File: src/rtl/str_pkg.sv
// Shared constants and state encoding for the string loader.
// The loader's parameter defaults are taken from here.
package str_pkg;

  localparam int         MAXB = 17;
  localparam int         BW   = 141;
  localparam logic [7:0] NUL  = 8'h00;

  typedef enum logic [2:0] {
    COLLECT = 3'd0,
    LAUNCH  = 3'd1,
    SETTLE  = 3'd2,
    WAIT    = 3'd3,
    REPORT  = 3'd4
  } state_t;

endpackage

File: src/rtl/str_loader.sv
// Collects a NUL-terminated byte string, hands it to the counter stage and
// reports the latched result.
//   state   | meaning
//   COLLECT | accept bytes into B, count them in A
//   LAUNCH  | one-cycle start pulse to the counter stage
//   SETTLE  | ignore ack while the counter stage clears a stale one
//   WAIT    | wait for ack, then latch R into Count
//   REPORT  | one-cycle done pulse, clear A and B
module str_loader
  import str_pkg::*;
#(
  parameter int MAXB = str_pkg::MAXB,
  parameter int BW   = str_pkg::BW
) (
  input  logic          Clk,
  input  logic          Rst,
  input  logic [7:0]    In_data,
  input  logic          In_valid,
  output logic          In_ready,
  output logic [7:0]    A,
  output logic [BW-1:0] B,
  output logic          start,
  input  logic          ack,
  input  logic [7:0]    R,
  output logic [7:0]    Count,
  output logic          done,
  output logic          Ovf
);

  localparam logic [7:0] LAST_SLOT = 8'(MAXB - 1);

  state_t state_q, state_d;
  logic   is_nul, is_last;

  assign is_nul  = (In_data == NUL);
  assign is_last = (A == LAST_SLOT);

  always_ff @(posedge Clk) begin
    if (Rst) state_q <= COLLECT;
    else     state_q <= state_d;
  end

  always_comb begin
    state_d = state_q;
    case (state_q)
      COLLECT: if (In_valid && (is_nul || is_last)) state_d = LAUNCH;
      LAUNCH:  state_d = SETTLE;
      SETTLE:  state_d = WAIT;
      WAIT:    if (ack) state_d = REPORT;
      REPORT:  state_d = COLLECT;
      default: state_d = COLLECT;
    endcase
  end

  assign In_ready = (state_q == COLLECT);
  assign start    = (state_q == LAUNCH);
  assign done     = (state_q == REPORT);

  // Ovf only changes on the byte that ends a string, so it holds through the
  // whole launch/report of that string.
  always_ff @(posedge Clk) begin
    if (Rst) begin
      A     <= '0;
      B     <= '0;
      Count <= '0;
      Ovf   <= 1'b0;
    end else begin
      case (state_q)
        COLLECT: begin
          if (In_valid) begin
            if (is_nul) begin
              Ovf <= 1'b0;
            end else begin
              B[{A, 3'b000} +: 8] <= In_data;
              A                   <= A + 8'd1;
              if (is_last) Ovf <= 1'b1;
            end
          end
        end
        WAIT: if (ack) Count <= R;
        REPORT: begin
          A <= '0;
          B <= '0;
        end
        default: ;
      endcase
    end
  end

endmodule

File: config.mk
export PLATFORM = sky130hd
export DESIGN_NAME = str_loader
export DESIGN_NICKNAME = d
export VERILOG_FILES = /design/src/rtl/str_pkg.sv /design/src/rtl/str_loader.sv
export SDC_FILE = /design/constraint.sdc
export NUM_CORES = 1
export LEC_CHECK = 0
export CAP_MARGIN = 20
export CORE_UTILIZATION = 40
export DETAILED_ROUTE_END_ITERATION = 10
export PLACE_DENSITY = 0.66
export SKIP_LAST_GASP = 1
export SLEW_MARGIN = 20
export SYNTH_ARGS = -nofsm -noshare
export SYNTH_HDL_FRONTEND = slang
export SYNTH_SLANG_ARGS = --single-unit
File: constraint.sdc
create_clock -name Clk -period 4.08 [get_ports Clk]
set_input_delay 0.816 -clock Clk [delete_from_list [all_inputs] [get_ports Clk]]
set_output_delay 0.816 -clock Clk [all_outputs]
set_load 0.05 [all_outputs]
# Yosys cells after proc, flatten, opt, wreduce, memory -nomap -nowiden
# Index checks and enable logic that the tools add are counted.
# totals
regBits	161
output_inout_bits	161
# classes
add_sub_neg	2
n_eq_ne	9
n_shift	2
mux	12
reduce_logical	10
# op_table
op	n
2-to-1 mux 141 bit	2
one-hot mux 141 bit (2 select lines)	1
bitwise mux 141 bit	1
variable shift 8 x 13 -> 141 bit (first input constant)	1
indexed part select 8 x 13 -> 141 bit	1
2-to-1 mux 8 bit	2
one-hot mux 8 bit (2 select lines)	1
negation 11 -> 13 bit	1
one-hot mux 3 bit (4 select lines)	1
adder 8 x 1 -> 8 bit (second input constant)	1
equality test 8 x 5 -> 1 bit (second input constant)	1
logical NOT 8 bit	1
equality test 3 x 2 -> 1 bit (second input constant)	2
2-to-1 mux 3 bit	2
inequality test 2 bit (second input constant)	3
AND reduction 3 bit	2
AND reduction 2 bit	2
nonzero test 2 bit	2
equality test 3 x 1 -> 1 bit (second input constant)	1
equality test 3 bit (second input constant)	1
logical NOT 3 bit	1
2-to-1 mux 1 bit	2
inequality test 2 x 1 -> 1 bit (second input constant)	1
logical AND 1 bit	1
logical OR 1 bit	1

# Longest topological paths before layout
# Gate-level depths: netlist of run 1.
# logic_depth
depth_word	6
mapped_depth	12
depth_no_buf	7

# Least setup slack after synthesis of run 1
# No wires, ideal clock.
# synth_path
path_kind	register to register
startpoint	reg A[0]
endpoint	reg B[14]
setup_ns	0.119
t_arrival_ns	3.342
required_time_ns	3.961
setup_slack_ns	0.619
stages_incl_launch_ff	11
synth_period_minus_slack_ns	3.461
path_cell_list	dfxtp_1 > clkbuf_1 > clkbuf_1 > inv_1 > ha_1 > clkbuf_1 > xnor2_1 > nand3_1 > nor4_1 > nand2_1 > mux2i_1
# synth_between
elab_chain_len	6
elab_cells_between_ends	7
cone_classes	add/sub: 1; shift: 2; mux: 4
# synth_lines
item	line	rtl
from (decl)	str_loader.sv:20	output logic [7:0] A,
from (signal assigned)	str_loader.sv:75	A <= A + 8'd1;
negation 11 -> 13 bit (*)	str_loader.sv:74	B[{A, 3'b000} +: 8] <= In_data;
indexed part select 8 x 13 -> 141 bit or variable shift 8 x 13 -> 141 bit (tied branches)	str_loader.sv:74	
bitwise mux 141 bit (*)	str_loader.sv:74	
2-to-1 mux 141 bit (*)	str_loader.sv:71	if (is_nul) begin
2-to-1 mux 141 bit (*)	str_loader.sv:70	if (In_valid) begin
one-hot mux 141 bit (2 select lines) (*)	str_loader.sv:68	case (state_q)
to (signal, indexed assignment)	str_loader.sv:74	
to (decl)	str_loader.sv:21	output logic [BW-1:0] B,
# Every way passes the cells marked *; elsewhere a longest branch is shown, timed or not. The select of a mux whose other input is x is not followed.
# A chain may end at the register's enable or synchronous reset.

# Worst setup path in the final report of run 1
# layout_path
startpoint	reg A[1]
endpoint	reg B[42]
# The elaborated chain is that of the path after synthesis.

==> results of run 1 <==
[kinds of logic after synthesis]
| kind of cell | after synthesis | synth area share (%) |
|---|---|---|
| xor+xnor | 11 | 1.38 |
| buf+inv | 87 | 5.04 |
| simple gates | 305 | 24.4 |
| flops | 161 | 46.0 |
| fa+ha+maj | 2 | 0.357 |
| mux | 12 | 1.72 |
| compound gates | 272 | 21.1 |
[cell usage after synthesis, types with 7 or more instances]
cell	number
a22o_1	8
nor3_1	10
dfxtp_1	161
nand2_1	44
buf_2	9
o21ai_0	113
nor4b_1	7
clkbuf_1	69
nor2b_1	15
o41ai_1	7
nand3_1	77
xnor2_1	7
nor3b_1	11
nand2b_1	14
nor4_1	12
nand4_1	63
mux2i_1	12
nor2_1	26
a21oi_1	122
[routing by layer]
| layer | share of wire (%) | up-vias | wire [um] | global-route usage, % |
|---|---|---|---|---|
| li1 | - | 3432 | - | - |
| met1 | 45 | 3422 | 10700 | 38.0 |
| met2 | 46 | 342 | 10900 | 40.0 |
| met3 | 8.1 | 34 | 1930 | 4.54 |
| met4 | 1.5 | 0 | 365 | 8.49 |
| met5 | 0 | - | 0 | 0 |
[worst max-delay path: cells and delay by family (launching register included)]
family                   cells  cell delay, ns
adder cells (fa/ha/maj)      1            0.33
buffers and inverters        1            0.11
AO/OA/AOI/OAI                2            0.89
flip-flops                   1            0.52
XOR/XNOR                     1            0.36
AND/OR/NAND/NOR              2            0.99
[where the power goes]
part	switching, mW	internal (mW)
clock network	0.663	1.04
registers	0.00736	1.58
logic	0.372	0.118
total	1.04	2.74
[layout make-up]
| cell class | count | area, um2 | area share, % |
|---|---|---|---|
| multi-input cells | 602 | 3530 | 36.3 |
| flip-flops and latches | 161 | 3220 | 33.2 |
| repair buffers | 212 | 2040 | 21.0 |
| clock buffers | 19 | 443 | 4.56 |
| well taps | 225 | 282 | 2.90 |
| clock inverters | 13 | 184 | 1.89 |
| inverters | 5 | 18.8 | 0.193 |
[worst min path at each step]
stage	to	depth (start not counted)
final	Count[7]	2
after global routing	Count[4]	2
after CTS	Count[7]	2
after detailed placement	Count[7]	2
after global placement	Count[1]	2
after floorplan	state_q[1]	1
[flip-flops by register name, indices dropped and copies added, names as in the netlist]
register,flops
B,141
A,8
Count,8
state_q,3
Ovf,1
==> flow_summary.ini, run 1 <==
[run_status]
status = completed

[logic_synthesis]
syn_area_per_cell_um2 = 8.24
synthCells = 850
synth-edff-count = 0
ys_seq_area_share_pct = 46.0
yosys_warnings = 0
synthArstFlopShare_pct = 0
synth.area.top_cells = dfxtp_1 46%, a21oi_1 8.7%, o21ai_0 8.1%, nand4_1 5.6%, nand3_1 5.5%
netlist_area_um2 = 7000
synthFlopType = dfxtp_1
yosys.area.top_type = dfxtp_1
synth.distinct_cells = 53
syn_nets = 872
ys_ff_latch = 161
synth_top_area_share_pct = 46.0

[worst_setup_path]
reg2regPathDepth = 7
cp-startpoint = A[1]
crit_chain = inv_1 > ha_1 > xnor2_1 > nor2_1 > nand4_1 > o21ai_0 > o21ai_0
worstSetupEndpointType = register
arrival_ns = 3.63
reg2reg_from = A[1]
cp_common_cell = o21ai_0
cp.required_ns = 4.36
cp-start-kind = register
crit_type = reg2reg
cp-endpoint = B[42]
slowest_delay_ns = 0.71
cp_slowest_cell = o21ai_0
reg2reg_to = B[42]
crit_fanout = 12
rrSetupSlack_ns = 0.74

[sta]
min_period_ns = 3.34
tns_ns = 0
relSlewSlack_pct = 30.8
rsz0062_at_grt = no
finalClockSkew_ns = 0.00736
hold_viol_final = 0
worst_pin_slew_ns = 1.04
fin_ws_ns = 0.736
fmax_mhz = 299
setup_viol = 0
maxSlewViolCount = 0
hold_slack_ns = 0.454
post-route-period-util_pct = 82.0

[place]
placedCellCount = 1205
dpl.hpwl_um = 15700
port_buffers = 180
place_area_um2 = 9080
pre_cts_ws_ns = 0.687
gp_congestion = 0.884

[die]
placementRows = 48
dieArea_um2 = 18000
dieHeight_um = 134
start_util_pct = 40.8
die_w_um = 134
boundaryPins = 181
core-area_um2 = 17200

[pwr]
vdd_ir_drop_max_mv = 0.297
total_power_mw = 3.78
powerDensity_nw_per_um2 = 389
power_leakage_nw = 3.11

[clock_network]
cts_tree = yes
postCtsHoldBufs = 0
path_clk_slew_ns = 0.06
postCtsResizedCells = 0
clk_latency_ns = 0.42
htree_levels = 4
numCtsBuffers = 17
cts_setup_buffers = 0
clk_path_buf_depth = 2
numClockSinks = 161
cts-root-buf = clkbuf_16

[global_routing]
grt_antenna_before_repair = 0
grt_pass1_vias = 6478
grtUsageTotal_pct = 26.4
grt_pass1_wl_um = 37100
grt_start_max_net_pins = 64
gr-total-overflow = 0

[final_layout]
area_delta_synth_final_pct = 38.8
layout_commonest_cell = clkdlybuf4s50_1
n_antenna_cell = 0
fillers = 1586
utilization_pct = 56.6
final_nets = 1021
postLayoutCellArea_um2 = 9720
layout_common_cells = 179 x clkdlybuf4s50_1, 161 x dfxtp_1, 122 x a21oi_1
drive_gt1_share_pct = 8.40
instances_no_fill = 1237

[min_path]
hp-start = Count[7]
worstHoldPathType = reg2reg

[detailed_routing]
drc = 0
drt_pass1_iterations = 7
totalWireLength_um = 23900
drt_iter0_drc = 620
wire_per_inst_um = 19.3
viasPerCell = 5.84
ant_nets = 0
num_vias = 7230

[run]
cap_violations = 0
(Power assumes the default switching activity.)
==> inputs of run 2 (changes only) <==
Clock period 4.08 ns to 3.2 ns, I/O delays scaled along.
==> run 2 against run 1 <==
Sequential share of layout area down 0.81 points. Sequential power up 27%. Clock power up 36%. Setup slack worse by 0.44 ns. Flip-flop and latch count unchanged. Via count up 1.0%. Die area unchanged. Clock skew up 0.0046 ns. Cell count up 1.8%. Count of clock-buffer cells in the layout unchanged.
==> flow_summary.ini, run 2 (same netlist as run 1, synthesis figures left out) <==
[run_status]
status = completed

[global_routing]
grt_pass1_wl_um = 37100
grt_pass1_vias = 6629
grt_antenna_before_repair = 0
grt_start_max_net_pins = 64
gr-total-overflow = 0
grtUsageTotal_pct = 26.4

[detailed_routing]
wire_per_inst_um = 19.1
drc = 0
num_vias = 7302
totalWireLength_um = 24000
viasPerCell = 5.80
ant_nets = 0
drt_iter0_drc = 692
drt_pass1_iterations = 5

[worst_setup_path]
slowest_delay_ns = 0.66
cp_slowest_cell = o21ai_0
worstSetupEndpointType = register
crit_chain = inv_1 > ha_1 > or4b_1 > or3_1 > and3_1 > o21ai_0 > o21ai_0
reg2regPathDepth = 7
cp.required_ns = 3.48
crit_type = reg2reg
cp-start-kind = register
crit_fanout = 12
cp_common_cell = o21ai_0
arrival_ns = 3.18

[min_path]
worstHoldPathType = reg2reg
hold_path_depth = 2

[final_layout]
drive_gt1_share_pct = 10.3
instances_no_fill = 1259
final_nets = 1043
reg.largest.list = B: 141 flops, A: 8 flops, Count: 8 flops
final-seq-area_um2 = 3220
largest_register_ff_count = 141
layout_commonest_cell = clkdlybuf4s50_1
multi_input_area_um2 = 3520
area_delta_synth_final_pct = 42.3
n_antenna_cell = 0
fillers = 1581
layout_common_cells = 179 x clkdlybuf4s50_1, 160 x dfxtp_1, 122 x a21oi_1
largest_register = B

[pwr]
vdd_ir_drop_max_mv = 0.378
power_leakage_nw = 3.26
total_power_mw = 5.00
powerDensity_nw_per_um2 = 502

[die]
start_util_pct = 40.8
dieArea_um2 = 18000
core-area_um2 = 17200
die_w_um = 134
placementRows = 48
dieHeight_um = 134
boundaryPins = 181

[sta]
worst_pin_slew_ns = 1.10
relSlewSlack_pct = 26.5
fin_ws_ns = 0.295
fmax_mhz = 344
tns_ns = 0
min_period_ns = 2.91
hold_slack_ns = 0.453
finalClockSkew_ns = 0.0120
setup_viol = 0
post-route-period-util_pct = 90.8
hold_viol_final = 0
maxSlewViolCount = 0
rsz0062_at_grt = no

[clock_network]
cts_setup_buffers = 0
path_clk_slew_ns = 0.06
postCtsHoldBufs = 0
cts_tree = yes
clk_latency_ns = 0.43
htree_levels = 4
clk_path_buf_depth = 2
postCtsResizedCells = 0
numCtsBuffers = 17
cts-root-buf = clkbuf_16
numClockSinks = 161

[place]
port_buffers = 180
placedCellCount = 1227
gp_congestion = 0.881
pre_cts_ws_ns = 0.00602
dpl.hpwl_um = 16200

[run]
cap_violations = 0
run 2: final cells by class:
cell class | instances | area share, %
multi-input cells | 602 | 35.4
flip-flops and latches | 161 | 32.4
repair buffers | 234 | 22.6
clock buffers | 19 | 4.35
well taps | 225 | 2.83
clock inverters | 13 | 2.32
inverters | 5 | 0.188
run 2: where the power goes:
group          internal, mW  leakage, nW  switching (mW)  total, mW
registers              2.01         1.30         0.00655       2.02
logic                 0.176         1.64           0.490      0.666
clock network          1.47        0.318           0.851       2.32
total                  3.66         3.26            1.35       5.00
run 2: worst paths after layout:
kind	start	end	slack, ns
worst max-delay path	A[0]	B[42]	0.29
worst min-delay path	Count[3]	Count[3]	0.45
worst max register to register	A[0]	B[42]	0.29
worst min register to register	Count[3]	Count[3]	0.45
run 2: per-layer routing:
layer,vias to the layer above,global-route usage (%),share of wire [%]
met5,-,0,0
met4,0,9.80,2.1
met3,39,4.72,7.2
met2,306,41.2,45
met1,3474,36.3,45
li1,3483,-,-
run 2: worst max-delay path: cells and delay by family (launching register included):
family,cells,cell delay (ns)
AOI/OAI and AO/OA,2,0.86
adders and majority gates,1,0.34
buffers and inverters,1,0.06
DFF,1,0.32
and+or+nand+nor,3,1.17
run 2: through the flow:
stage	cell area, um2	util (%)
3_5_place_dp	9290	54.1
5_1_grt	9960	58.0
6_report	9960	58.0
3_3_place_gp	9290	54.1
4_1_cts	9960	58.0
2_1_floorplan	7010	-
==> inputs of run 3 (changes only) <==
Settings changed: RECOVER_POWER set to 25.
==> run 3 against run 2 <==
Fmax up 0.36%. Setup slack improved by 0.011 ns. Cell count unchanged. Sequential power about the same. Cell area barely moved. Wire length barely moved. Power about the same. Largest cell class unchanged.
==> flow_summary.ini, run 3 (same netlist as run 1, synthesis figures left out) <==
[run_status]
status = completed

[sta]
tns_ns = 0
setup_viol = 0
fmax_mhz = 345
post-route-period-util_pct = 90.5
worst_pin_slew_ns = 1.12
maxSlewViolCount = 0
hold_slack_ns = 0.450
rsz0062_at_grt = no
min_period_ns = 2.89
hold_viol_final = 0
finalClockSkew_ns = 0.0104
relSlewSlack_pct = 25.5

[global_routing]
grt_start_max_net_pins = 64
use_met3_pct = 4.72
grt_pass1_wl_um = 37100
gr-total-overflow = 0
grt-busiest-layer = met2
grtUsageTotal_pct = 26.4
met1_usage_pct = 36.3
grt_pass1_vias = 6629
grtUsageMet2_pct = 41.2
grt_antenna_before_repair = 0

[final_layout]
final-seq-area_um2 = 3220
final_nets = 1043
fillers = 1582
largest_register = B
layout_commonest_cell = dfxtp_1
drive_gt1_share_pct = 10.2
layout_common_cells = 161 x dfxtp_1, 122 x a21oi_1, 113 x o21ai_0
reg.largest.list = B: 141 flops, A: 8 flops, Count: 8 flops
n_antenna_cell = 0
area_delta_synth_final_pct = 42.3
largest_register_ff_count = 141
instances_no_fill = 1259
multi_input_area_um2 = 3520

[min_path]
worstHoldPathType = reg2reg

[place]
port_buffers = 180
placedCellCount = 1227
gp_congestion = 0.881
dpl.hpwl_um = 16200

[detailed_routing]
drt_iter0_drc = 681
drc = 0
viasPerCell = 5.82
num_vias = 7326
drt_pass1_iterations = 5
wire_per_inst_um = 19.1
ant_nets = 0
totalWireLength_um = 24000

[worst_setup_path]
cp_slowest_cell = nor4_1
arrival_ns = 3.25
cp.required_ns = 3.55
cp-start-kind = register
crit_fanout = 13
slowest_delay_ns = 0.70
worstSetupEndpointType = register
crit_type = reg2reg
crit_chain = inv_1 > ha_1 > nor3b_1 > xor2_1 > buf_4 > nor4_1 > o2111ai_1 > a21oi_1

[clock_network]
cts_setup_buffers = 0
postCtsHoldBufs = 0
clk_path_buf_depth = 2
cts_tree = yes
htree_levels = 4
numClockSinks = 161
clk_latency_ns = 0.43
postCtsResizedCells = 0
path_clk_slew_ns = 0.06
cts-root-buf = clkbuf_16
numCtsBuffers = 17

[pwr]
total_power_mw = 5.01
power_leakage_nw = 3.51
powerDensity_nw_per_um2 = 503
vdd_ir_drop_max_mv = 0.380

[die]
die_w_um = 134
core-area_um2 = 17200
dieHeight_um = 134
placementRows = 48
dieArea_um2 = 18000
start_util_pct = 40.8
boundaryPins = 181

[run]
cap_violations = 0
-- run 3: final timing paths --
check / slack [ns] / depth (start not counted) / from / endpoint
setup / recovery: 0.31 / 8 / A[0] / B[45]
setup reg to reg: 0.31 / 8 / A[0] / B[45]
hold / removal: 0.45 / 2 / Count[3] / Count[3]
hold reg to reg: 0.45 / 2 / Count[3] / Count[3]
-- run 3: report_power, final --
part	switching (mW)	leakage (nW)	internal (mW)	total, mW
logic	0.490	1.89	0.174	0.664
registers	0.00645	1.30	2.01	2.02
clock network	0.856	0.318	1.47	2.32
-- run 3: routing by layer --
layer / vias to the layer above / part of all wire [%]
li1: 3486 / -
met1: 3477 / 45
met2: 324 / 45
met3: 39 / 7.5
met4: 0 / 2.3
met5: - / 0
-- run 3: area by class of cell --
type,instances,area share [%]
clock buffers,19,4.35
inverters,5,0.188
flip-flops and latches,161,32.4
well taps,225,2.83
multi-input cells,602,35.4
clock inverters,13,2.32
repair buffers,234,22.6
-- run 3: through the flow --
step | utilization, % | area [um2] | worst slack (ns)
after floorplan | - | 7010 | 0.0566
after global placement | 54.1 | 9290 | 0.0252
after detailed placement | 54.1 | 9290 | 0.00602
after CTS | 58.0 | 9960 | 0.331
after global routing | 58.0 | 9960 | 0.0786
final | 58.0 | 9960 | 0.305
-- run 3: worst max-delay path: cells and delay by family (launching register included) --
| kind | cells | cell delay, ns |
|---|---|---|
| flip-flops | 1 | 0.31 |
| adder cells (fa/ha/maj) | 1 | 0.41 |
| XOR/XNOR | 1 | 0.27 |
| buffers and inverters | 2 | 0.35 |
| AND/OR/NAND/NOR | 2 | 1.10 |
| AO/OA/AOI/OAI | 2 | 0.37 |
